`config.mk`:
```
export PLATFORM = sky130hd
export DESIGN_NAME = j1_uart_io_flat
export DESIGN_NICKNAME = d
export VERILOG_FILES = /design/src/rtl/j1_uart_io_if.sv /design/src/rtl/j1_uart_io.sv /design/src/flat_wrapper.sv
export SDC_FILE = /design/constraint.sdc
export NUM_CORES = 1
export LEC_CHECK = 0
export CORE_MARGIN = 4
export CORE_UTILIZATION = 43
export DETAILED_ROUTE_END_ITERATION = 10
export GPL_TIMING_DRIVEN = 0
export PLACE_DENSITY = 0.71
export SLEW_MARGIN = 20
export SYNTH_ARGS = -nofsm -noshare
export SYNTH_HDL_FRONTEND = slang
export SYNTH_SLANG_ARGS = --single-unit
export TNS_END_PERCENT = 1
```
`constraint.sdc`:
```
create_clock -name clk -period 2.9 [get_ports clk]
set_input_delay 0.435 -clock clk [delete_from_list [all_inputs] [get_ports clk]]
set_output_delay 0.435 -clock clk [all_outputs]
set_load 0.01 [all_outputs]
```
`src/rtl/j1_uart_io_if.sv`:
```
// j1_uart_io_if: j1 I/O bus between the core (master) and the UART peripheral (slave)
// Signals: io_rd/io_wr one-cycle strobes, mem_addr address, dout write data, io_din read data.
interface j1_uart_io_if;
  logic        io_rd;
  logic        io_wr;
  logic [15:0] mem_addr;
  logic [15:0] dout;
  logic [15:0] io_din;
  modport master(output io_rd, io_wr, mem_addr, dout, input io_din);
  modport slave(input io_rd, io_wr, mem_addr, dout, output io_din);
endinterface

```
`src/rtl/j1_uart_io.sv`:
```
// j1_uart_io: memory-mapped 8N1 UART (TX, mid-bit RX, RX FIFO) on the j1 I/O bus
// Ports: clk, resetq (sync active-low), bus (j1_uart_io_if.slave), uart_rx (async in), uart_tx (idle high).
// Registers: DATA at mem_addr[12], STATUS {frame_err, overrun, tx_ready, rx_valid} at mem_addr[13].
// Optional macro J1UART_LOOPBACK_EN adds CTRL at mem_addr[14]; bit0 loops uart_tx back into the receiver.
module j1_uart_io #(
  parameter int CLKDIV   = 104,
  parameter int RX_DEPTH = 4
) (
  input  logic          clk,
  input  logic          resetq,
  j1_uart_io_if.slave   bus,
  input  logic          uart_rx,
  output logic          uart_tx
);
  localparam int CW = $clog2(CLKDIV) + 1;
  localparam int AW = $clog2(RX_DEPTH);
  localparam logic [CW-1:0] LOAD = CW'(CLKDIV - 1);
  localparam logic [CW-1:0] HALF = CW'(CLKDIV / 2 - 1);
  localparam logic [CW-1:0] CNT1 = CW'(1);
  localparam logic [AW:0]   PTR1 = (AW + 1)'(1);
  typedef enum logic [1:0] {IDLE, START, DATA, STOP} state_t;
  state_t tx_state, tx_next, rx_state, rx_next;
  logic [CW-1:0] tx_cnt, tx_cnt_n, rx_cnt, rx_cnt_n;
  logic [2:0] tx_bit, tx_bit_n, rx_bit, rx_bit_n;
  logic [7:0] tx_sh, tx_sh_n, rx_sh, rx_sh_n;
  logic [2:0] sync;
  logic [7:0] fifo [RX_DEPTH];
  logic [AW:0] wp, rp;
  logic overrun, frame_err, push, bad_stop, rx_in;
  logic sel_data, sel_stat, pop, clr, empty, full, do_push, rx_bit_in;
  logic [15:0] ctrl_din;
  logic unused;
  assign sel_data = bus.mem_addr[12];
  assign sel_stat = !bus.mem_addr[12] && bus.mem_addr[13];
  assign empty = wp == rp;
  assign full = (wp[AW] != rp[AW]) && (wp[AW-1:0] == rp[AW-1:0]);
  assign pop = bus.io_rd && sel_data && !empty;
  assign clr = bus.io_rd && sel_stat;
  // A push into a full FIFO still lands when the head is popped at the same edge.
  assign do_push = push && (!full || pop);
  // sync[1] is the synchronized line; sync[2] is its previous value for edge detection.
  assign rx_bit_in = sync[1];
  assign unused = ^{bus.mem_addr[15:14], bus.mem_addr[11:0], bus.dout[15:8]};
`ifdef J1UART_LOOPBACK_EN
  logic loop, sel_ctrl;
  assign sel_ctrl = !bus.mem_addr[12] && !bus.mem_addr[13] && bus.mem_addr[14];
  assign ctrl_din = sel_ctrl ? {15'h0000, loop} : 16'h0000;
  assign rx_in = loop ? uart_tx : uart_rx;
  always_ff @(posedge clk)
    if (!resetq) loop <= 1'b0;
    else if (bus.io_wr && sel_ctrl) loop <= bus.dout[0];
`else
  assign ctrl_din = 16'h0000;
  assign rx_in = uart_rx;
`endif
  assign bus.io_din = sel_data ? (empty ? 16'h0000 : {8'h00, fifo[rp[AW-1:0]]}) :
                      sel_stat ? {12'h000, frame_err, overrun, tx_state == IDLE, !empty} : ctrl_din;
  assign uart_tx = (tx_state == START) ? 1'b0 : (tx_state == DATA) ? tx_sh[0] : 1'b1;
  always_comb begin
    tx_next = tx_state;
    tx_cnt_n = tx_cnt - CNT1;
    tx_bit_n = tx_bit;
    tx_sh_n = tx_sh;
    case (tx_state)
      IDLE: begin
        tx_cnt_n = LOAD;
        if (bus.io_wr && sel_data) begin
          tx_next = START;
          tx_sh_n = bus.dout[7:0];
        end
      end
      START: if (tx_cnt == '0) begin
        tx_next = DATA;
        tx_cnt_n = LOAD;
        tx_bit_n = 3'd0;
      end
      DATA: if (tx_cnt == '0) begin
        tx_next = (tx_bit == 3'd7) ? STOP : DATA;
        tx_cnt_n = LOAD;
        tx_bit_n = tx_bit + 3'd1;
        tx_sh_n = tx_sh >> 1;
      end
      STOP: if (tx_cnt == '0) tx_next = IDLE;
    endcase
  end
  always_comb begin
    rx_next = rx_state;
    rx_cnt_n = rx_cnt - CNT1;
    rx_bit_n = rx_bit;
    rx_sh_n = rx_sh;
    push = 1'b0;
    bad_stop = 1'b0;
    case (rx_state)
      IDLE: begin
        rx_cnt_n = HALF;
        if (sync[2] && !sync[1]) rx_next = START;
      end
      START: if (rx_cnt == '0) begin
        rx_next = rx_bit_in ? IDLE : DATA;
        rx_cnt_n = LOAD;
        rx_bit_n = 3'd0;
      end
      DATA: if (rx_cnt == '0) begin
        rx_next = (rx_bit == 3'd7) ? STOP : DATA;
        rx_cnt_n = LOAD;
        rx_bit_n = rx_bit + 3'd1;
        rx_sh_n = {rx_bit_in, rx_sh[7:1]};
      end
      STOP: if (rx_cnt == '0) begin
        rx_next = IDLE;
        push = rx_bit_in;
        bad_stop = !rx_bit_in;
      end
    endcase
  end
  always_ff @(posedge clk)
    if (!resetq) begin
      tx_state <= IDLE;
      rx_state <= IDLE;
      tx_cnt <= '0;
      rx_cnt <= '0;
      tx_bit <= 3'd0;
      rx_bit <= 3'd0;
      tx_sh <= 8'h00;
      rx_sh <= 8'h00;
      sync <= 3'b111;
      wp <= '0;
      rp <= '0;
      overrun <= 1'b0;
      frame_err <= 1'b0;
    end else begin
      tx_state <= tx_next;
      rx_state <= rx_next;
      tx_cnt <= tx_cnt_n;
      rx_cnt <= rx_cnt_n;
      tx_bit <= tx_bit_n;
      rx_bit <= rx_bit_n;
      tx_sh <= tx_sh_n;
      rx_sh <= rx_sh_n;
      sync <= {sync[1:0], rx_in};
      wp <= do_push ? wp + PTR1 : wp;
      rp <= pop ? rp + PTR1 : rp;
      overrun <= (overrun && !clr) || (push && full && !pop);
      frame_err <= (frame_err && !clr) || bad_stop;
    end
  always_ff @(posedge clk)
    if (resetq && do_push) fifo[wp[AW-1:0]] <= rx_sh;
endmodule

```
`src/flat_wrapper.sv`:
```
// flat-port wrapper written by rule: the top's interface ports become plain ports
module j1_uart_io_flat 
#(
  parameter int CLKDIV   = 104,
  parameter int RX_DEPTH = 4
)
  (clk, resetq, uart_rx, uart_tx, bus_io_rd, bus_io_wr, bus_mem_addr, bus_dout, bus_io_din);
  j1_uart_io_if bus_i ();
  input  logic clk;
  input  logic resetq;
  input  logic uart_rx;
  output logic uart_tx;
  input wire logic [$bits(bus_i.io_rd)-1:0] bus_io_rd;
  input wire logic [$bits(bus_i.io_wr)-1:0] bus_io_wr;
  input wire logic [$bits(bus_i.mem_addr)-1:0] bus_mem_addr;
  input wire logic [$bits(bus_i.dout)-1:0] bus_dout;
  output wire logic [$bits(bus_i.io_din)-1:0] bus_io_din;
  assign bus_i.io_rd = bus_io_rd;
  assign bus_i.io_wr = bus_io_wr;
  assign bus_i.mem_addr = bus_mem_addr;
  assign bus_i.dout = bus_dout;
  assign bus_io_din = bus_i.io_din;
  j1_uart_io #(.CLKDIV(CLKDIV), .RX_DEPTH(RX_DEPTH)) u_core (.clk(clk), .resetq(resetq), .bus(bus_i), .uart_rx(uart_rx), .uart_tx(uart_tx));
endmodule
```
* Word-level counts from Yosys, hierarchy flattened
Memory sizes are Yosys's and may differ from the RTL's. A register that Yosys moved wholly into a read port is not among the register bits. Index checks and enable logic that the tools add are counted.
Storage, ports and cells: register bits 53, latch bits 0, bits in writable memories 32, ROM bits 0, input bits 37, logic and storage cells 115, memories kept 1
Memories:
- u_core.fifo | words 4, width 8, rd ports 1, clocked after memory_dff 1, write ports 1, line j1_uart_io.sv:27 | logic [7:0] fifo [RX_DEPTH];
Operators by class: add/subtract/negate cells 6, $mul 0, div/mod/pow operators 0, order comparisons 0, eq/ne operators 19, shifts and indexed selects 0, mux-type cells 39, bitwise logic cells 0, reduce and logical (&&, ||, !) cells 37
Operators with widths (count):
- $pmux 8 s2 | 3
- $mux 8 | 5
- $mux 2 | 11
- $logic_not 8->1 | 2
- $mux 16 | 1
- $pmux 2 s4 | 2
- $sub 8x1->8 const B | 2
- $logic_and 1x1->1 | 13
- $add 3x1->3 const B | 4
- $mux 3 | 4
- $pmux 3 s2 | 2
- $mux 1 | 10
- $ne 2x1->1 const B | 5
- $reduce_and 3->1 | 3
- $eq 2x2->1 const B | 4
- $reduce_and 4->1 | 2
- $eq 3x3->1 const B | 2
- $logic_not 1->1 | 6
- $ne 2x2->1 const B | 3
- $reduce_bool 2->1 | 3
- $eq 2x1->1 const B | 2
- $logic_not 2->1 | 2
- $mux 4 | 1
- $reduce_or 2->1 | 2
- other kinds (5) | 7

* Depth between registers and ports, before layout
Gate-level depths: netlist (run 1).
word-level depth 8, mapped depth 9, gate-level depth less buffers 6

* Least setup slack after synthesis (run 1)
Ideal clock, no wire load.
path kind register to register, from register u_core.rx_cnt[0], to memory u_core.fifo[3][0] (enable), arrival time 1.959 ns, required time 2.505 ns, path slack 0.546 ns, cell stages (with the launch flop) 6, path buffers 0, period minus slack after synthesis 2.354 ns, path through dfxtp_1 -> inv_1 -> ha_1 -> nor3b_1 -> nand3_2 -> nor4_1
On the way: longest elaborated chain between the ends 7
Ends and longest elaborated chain:
- start: declaration | line j1_uart_io.sv:23 | logic [CW-1:0] tx_cnt, tx_cnt_n, rx_cnt, rx_cnt_n;
- start signal: assignment | line j1_uart_io.sv:135 | rx_cnt <= rx_cnt_n;
- $logic_not 8->1 | line j1_uart_io.sv:109 | STOP: if (rx_cnt == '0) begin
- $mux 1 | line j1_uart_io.sv:109
- $mux 1 | line j1_uart_io.sv:93 | case (rx_state)
- $logic_and 1x1->1 | line j1_uart_io.sv:40 | assign do_push = push && (!full || pop);
- $logic_and 1x1->1 | line j1_uart_io.sv:147 | if (resetq && do_push) fifo[wp[AW-1:0]] <= rx_sh;
- $mux 1 | line j1_uart_io.sv:147
- $mux 1 (not written as such) | line j1_uart_io.sv:147
- end: declaration | line j1_uart_io.sv:27
No other way between the ends.

* Final worst setup path (run 1)
from input port bus_mem_addr[12], to output port bus_io_din[0]
On the way: longest elaborated chain between the ends 4
Ends and longest elaborated chain:
- start: declaration | line flat_wrapper.sv:15 | input wire logic [$bits(bus_i.mem_addr)-1:0] bus_mem_addr;
- $logic_not 1->1 | line j1_uart_io.sv:34 | assign sel_stat = !bus.mem_addr[12] && bus.mem_addr[13];
- $logic_and 1x1->1 | line j1_uart_io.sv:34
- $mux 4 | line j1_uart_io.sv:57 | sel_stat ? {12'h000, frame_err, overrun, tx_state == IDLE, !empty} : ctrl_din;
- $mux 16 (*) | line j1_uart_io.sv:56 | assign bus.io_din = sel_data ? (empty ? 16'h0000 : {8'h00, fifo[rp[AW-1:0]]}) :
- end: declaration | line flat_wrapper.sv:17 | output wire logic [$bits(bus_i.io_din)-1:0] bus_io_din;
Mark *: on every way between the ends. The rest lies on a longest branch, timed or not.

==> summary.txt, run 1 <==
Detailed routing
  – TritonRoute pass-1 iters: 4
  – Via count: 2959
  – Antenna Nets Post-Route: 0
  – DR iter-0 viols: 142
  – DR WL/cell: 14.99 microns
  – Via density: 5.293
  – # DRC: 0
  – Drt total wl: 8381 microns

Synth
  – Syn Std Cell Area: 0.004100 sq mm
  – Ys async rst share: 0%
  – Warnings, synthesis: 0
  – Seq/Total Area, Yosys: 50.29%
  – Post-synth top area share: between 20% and 30%
  – Count of state elements after synthesis: 87
  – Cell taking the most area after synthesis: dfxtp_1
  – Syn avg cell area: between 10 and 15 sq um
  – Top post-synthesis cells by area: dfxtp_1, edfxtp_1, ha_1, a21oi_1, mux4_2
  – Post-synth cell types: 58
  – Dominant synthesized flop cell: dfxtp_1
  – Post-synthesis instance total: ~380
  – Post-synth EDFFs: 32

Clocking
  – Post_cts resized: 0
  – Clk sink count: 87
  – Clk root buf: clkbuf_8
  – Worst-Skew Late Latency: 0.36 ns
  – Maximum clock insertion buffer count: 2
  – H-tree Lvls: 3
  – # hold bufs at CTS: 0
  – Clock transition at path regs: 0.09 ns
  – CTS tree: yes
  – Post-CTS setup buffers: 0
  – TritonCTS Buffers: 9

Timing
  – Final Hold Viols: 0
  – Final period util: a little over nine tenths
  – RSZ-0062 raised after global routing: false
  – Final min period: 2.793 ns
  – Worst Tran Pin Value: 0.6987 ns
  – Max frequency: ~0.36 GHz
  – Final Max Tran Viols: 0
  – Clock Skew: 0.01124 ns
  – Hold Slack: between 0.4 and 0.5 ns
  – Relative slew slack: ~53%
  – Setup Viol. Count Final: 0

Setup path
  – Crit path capture type: output port
  – Critical path arrival: roughly 2.4 ns
  – Req. time, crit path: 2.47 ns
  – Startpoint types: input port
  – CP Max Fanout: 10
  – Critical setup path kind: in -> out

Layout
  – Finished Core Util: 51.46%
  – # diodes: 0
  – FF+latch area: 0.002062 sq mm
  – Final Non-Filler Cells: 559
  – Fill cell count: 829
  – Multi-input gate area in the final layout: roughly 0.0019 sq mm
  – # nets final: 483
  – Layout cells sized above 1: a little over a tenth
  – Area Growth Syn to Fin: 15.96%

Placed design
  – Cells after DPL: around 540
  – IO buf count: 23
  – Placer Congestion: ~0.82
  – Final HPWL DP: 6162 microns

Flow run
  – Max-Cap Viols: 0

Die
  – Die Y: 105.7 microns
  – Rows: 35
  – Initial core utilization: 44.37%
  – Die Footprint: roughly 0.011 sq mm
  – Core ar.: 0.009240 sq mm
  – Io pins: 54
  – Die outline width: between 100 and 150 microns

Power
  – Leakage Power: 1.783 nW
  – Peak supply drop: 0.2932 mV
  – Power per cell area: 683.9 mW/mm^2

Outcome
  – Outcome: completed

Worst hold path
  – Hold WC Path Type: reg -> reg

Global route
  – Largest net degree at the start of global routing: 16
  – GRT Total Usage: 15.67%
  – Vias in the first global route: slightly below 3000
  – First-pass GRT wire length: 14150 microns
  – Antenna violations before repair: 0
  – Grt total ovfl: 0
## logic make-up after synthesis
kind of cell    share of synthesized area [%]
fa+ha+maj                               6.408
buf+inv                                 4.577
flops                                   50.29
other cells                           0.09146
compound gates                          15.01
xor+xnor                                2.777
mux                                     5.859
simple gates                            14.98
## state kept, by name (all words and copies together) (netlist names), named ones only
name              count
u_core.fifo          32
u_core.rx_cnt         8
u_core.tx_cnt         8
u_core.overrun        1
u_core.wp             3
u_core.tx_state       2
u_core.rx_state       1
u_core.tx_bit         3
u_core.tx_sh          8
u_core.frame_err      1
u_core.rx_sh          8
u_core.rp             3
u_core.rx_bit         3
u_core.sync           3
## per-layer routing
metal	wire, microns	part of all wire, %	track usage, %
met3	459	5.5	2.327
met4	130	1.6	6.290
met1	3753	45	20.57
met2	4038	48	25.96
met5	0	0	0
## worst max-delay path, cell delays in order
cell and delay, ns:
clkdlybuf4s50_1 0.60, clkbuf_1 0.40, a21oi_1 0.13, a31oi_1 0.21
clkdlybuf4s50_1 0.57
## synth_stat cells, types with 10 or more instances
cell and n:
a21oi_1 36, clkbuf_1 10, dfxtp_1 55, edfxtp_1 32, ha_1 21, inv_1 17, nand2_1 27, nand3_1 16
nor2_1 18
## layout by cell type, fill, tap and decap left out, types with 9 or more instances in the layout
master | Yosys | routed
clkbuf_1 | 10 | 10
clkdlybuf4s50_1 | 0 | 23
inv_1 | 17 | 17
o21ai_0 | 9 | 9
dfxtp_1 | 55 | 55
edfxtp_1 | 32 | 32
xnor2_1 | 9 | 9
nor2_1 | 18 | 18
a211oi_1 | 9 | 9
a21oi_1 | 36 | 36
nor2b_1 | 9 | 9
nand2_1 | 27 | 27
buf_4 | 9 | 10
ha_1 | 21 | 21
clkbuf_8 | 0 | 9
nand3_1 | 16 | 16
## through the flow
step	TNS [ns]	power, mW	cell area, sq um	worst slack (ns)
2_1_floorplan	0	2.117	4126	0.5462
3_3_place_gp	-6.822	2.305	4518	-0.8531
3_5_place_dp	-0.1949	2.332	4532	-0.03902
4_1_cts	0	3.258	4753	0.05416
5_1_grt	0	3.454	4755	0.006668
6_report	0	3.252	4755	0.1073
## worst paths after layout
| check | from | end | slack (ns) | cells past startpoint |
|---|---|---|---|---|
| max | bus_mem_addr[12] | bus_io_din[0] | 0.11 | 5 |
| min | u_core.sync[0] | u_core.sync[1] | 0.42 | 1 |
| max reg2reg | u_core.rx_cnt[0] | u_core.fifo[3][0] | 0.51 | 6 |
| min reg2reg | u_core.sync[0] | u_core.sync[1] | 0.42 | 1 |
## power breakdown
| group | leakage, nW | internal [mW] | total (mW) | switching [mW] |
|---|---|---|---|---|
| Sequential | 0.745 | 1.36 | 1.45 | 0.0933 |
| Combinational | 0.930 | 0.377 | 0.864 | 0.487 |
| Clock | 0.107 | 0.492 | 0.934 | 0.443 |
## cell type report
class,count,share of cell area (%)
clock buffers,10,2.684
repair buffers,24,5.000
flip-flops and latches,87,43.37
plain buffers,22,2.553
inverters,18,1.421
well taps,129,3.395
multi-input cells,263,39.61
clock inverters,6,1.974
Note: power is estimated with default switching activity, not from simulation.
==> run 2, diff against run 1 <==
Settings changed: CORE_MARGIN 4 to 5.
==> summary.txt, run 2 (synthesis gave the netlist of run 1 again) <==
Outcome
  – Outcome: completed

Clocking
  – CTS tree: yes
  – Maximum clock insertion buffer count: 2
  – H-tree Lvls: 3
  – TritonCTS Buffers: 9
  – Clock transition at path regs: 0.09 ns
  – Worst-Skew Late Latency: 0.37 ns
  – Clk sink count: 87
  – Clk root buf: clkbuf_8

Timing
  – Final min period: 2.862 ns
  – TNS Setup: 0 ns
  – Worst Tran Pin Value: around 0.75 ns
  – Hold Slack: 0.4124 ns
  – Final Hold Viols: 0
  – Final period util: 98.68%
  – Relative slew slack: 49.79%
  – Clock Skew: approximately 0.011 ns
  – Max frequency: 0.3494 GHz
  – Final Max Tran Viols: 0
  – Setup Viol. Count Final: 0

Layout
  – Fill cell count: between 800 and 900
  – Layout cells sized above 1: 11.86%
  – # diodes: 0
  – # nets final: around 480
  – FF+latch area: 0.002062 sq mm
  – Most common cell after layout, fill and taps aside: dfxtp_1
  – Final Non-Filler Cells: about 560
  – Design Area, Final: 0.004748 sq mm
  – Multi-input gate area in the final layout: 0.001896 sq mm
  – Area Growth Syn to Fin: 15.81%
  – Max reg flops: 32
  – Most frequent cells in the layout: dfxtp_1, a21oi_1, edfxtp_1, nand2_1, clkdlybuf4s50_1

Setup path
  – Worst R2R Path Depth: 6
  – CP Max Fanout: 10
  – Critical path arrival: 2.43 ns
  – Startpoint types: input port
  – Req. time, crit path: 2.47 ns
  – Crit path capture type: output port
  – Critical setup path kind: in -> out

Placed design
  – IO buf count: 23
  – Placement Cell Area: 0.004532 sq mm
  – Placer Congestion: 0.8076
  – Cells after DPL: 543
  – Final HPWL DP: 6088 microns

Detailed routing
  – Via density: between 5 and 6
  – Via count: 2958
  – Drt total wl: roughly 8200 microns
  – # DRC: 0
  – Antenna Nets Post-Route: 0
  – DR iter-0 viols: approximately 140
  – DR WL/cell: 14.68 microns
  – TritonRoute pass-1 iters: 4

Die
  – Die Footprint: about 0.012 sq mm
  – Die outline width: between 100 and 150 microns
  – Die Y: 107.7 microns
  – Io pins: 54
  – Rows: 35
  – Initial core utilization: 44.16%
  – Core ar.: 0.009284 sq mm

Power
  – Peak supply drop: around 0.3 mV
  – Power per cell area: approximately 670 mW/mm^2
  – Leakage Power: 1.785 nW
  – Total Power: around 3.2 mW

Flow run
  – Max-Cap Viols: 0

Global route
  – First-pass GRT wire length: approximately 14000 microns
  – Grt total ovfl: 0
  – Vias in the first global route: about 3000
  – Antenna violations before repair: 0
  – Largest net degree at the start of global routing: 17
  – GRT Total Usage: 15.41%

Worst hold path
  – Worst hold path depth: 1
  – Hold WC Path Type: reg -> reg
-- run 2: changes by cell type in the layout (fill, tap and decap cells not counted) --
cell | previous run | this run
inv_6 | 1 | 4
clkbuf_1 | 10 | 8
clkinv_4 | 2 | 0
buf_2 | 3 | 4
bufinv_16 | 2 | 1
clkinvlp_2 | 0 | 1
nand3_1 | 16 | 15
nand3_2 | 1 | 2
xnor2_1 | 9 | 8
xnor2_2 | 0 | 1
-- run 2: metal layers --
| layer | routed length (microns) | global-route usage (%) | up-vias | part of all wire [%] |
|---|---|---|---|---|
| li1 | - | - | 1479 | - |
| met1 | 3599 | 18.60 | 1405 | 44 |
| met2 | 4095 | 26.11 | 58 | 50 |
| met3 | 349 | 3.779 | 16 | 4.3 |
| met4 | 162 | 6.583 | 0 | 2.0 |
| met5 | 0 | 0 | - | 0 |
-- run 2: worst paths after layout --
check	from	to	slack, ns
max	bus_mem_addr[12]	bus_io_din[0]	0.04
min	u_core.sync[0]	u_core.sync[1]	0.41
max reg2reg	u_core.rx_cnt[0]	u_core.fifo[3][2]	0.44
min reg2reg	u_core.sync[0]	u_core.sync[1]	0.41
-- run 2: power breakdown --
group,internal (mW),leakage [nW],total (mW),switching (mW)
logic,0.376,0.942,0.846,0.470
registers,1.36,0.745,1.46,0.0995
clock network,0.408,0.0972,0.863,0.455
-- run 2: critical path, cell delays in order --
cell             delay [ns]
clkdlybuf4s50_1        0.62
clkbuf_1               0.44
a21oi_1                0.16
a31oi_1                0.19
clkdlybuf4s50_1        0.57
-- run 2: area by class of cell --
cell class / count / share of cell area, %
Inverter: 18 / 1.423
Timing Repair Buffer: 24 / 5.007
Sequential cell: 87 / 43.43
Multi-Input combinational cell: 263 / 39.92
Clock buffer: 9 / 2.609
Clock inverter: 7 / 1.634
Tap cell: 129 / 3.399
Buffer: 22 / 2.582
-- run 2: timing repair --
action                                  in CTS  in global routing
buffers inserted                             0                  0
endpoints found under the setup margin       0                  3
gates resized for setup                      0                  7
hold buffers                                 0                  0
-- run 2: per-stage QoR --
step | setup slack [ns] | util (%)
6_report | 0.03824 | 51.15
5_1_grt | -0.03045 | 51.15
2_1_floorplan | 0.5462 | -
3_3_place_gp | -0.7670 | 48.67
4_1_cts | 0.04627 | 50.98
3_5_place_dp | -0.07725 | 48.81
==> run 3, diff against run 2 <==
Settings changed: CTS_BUF_LIST set to sky130_fd_sc_hd__clkbuf_2 sky130_fd_sc_hd__clkbuf_4 sky130_fd_sc_hd__clkbuf_8.
==> results of run 3 <==
Final layout, timing and power as in run 2 (identical DEF).
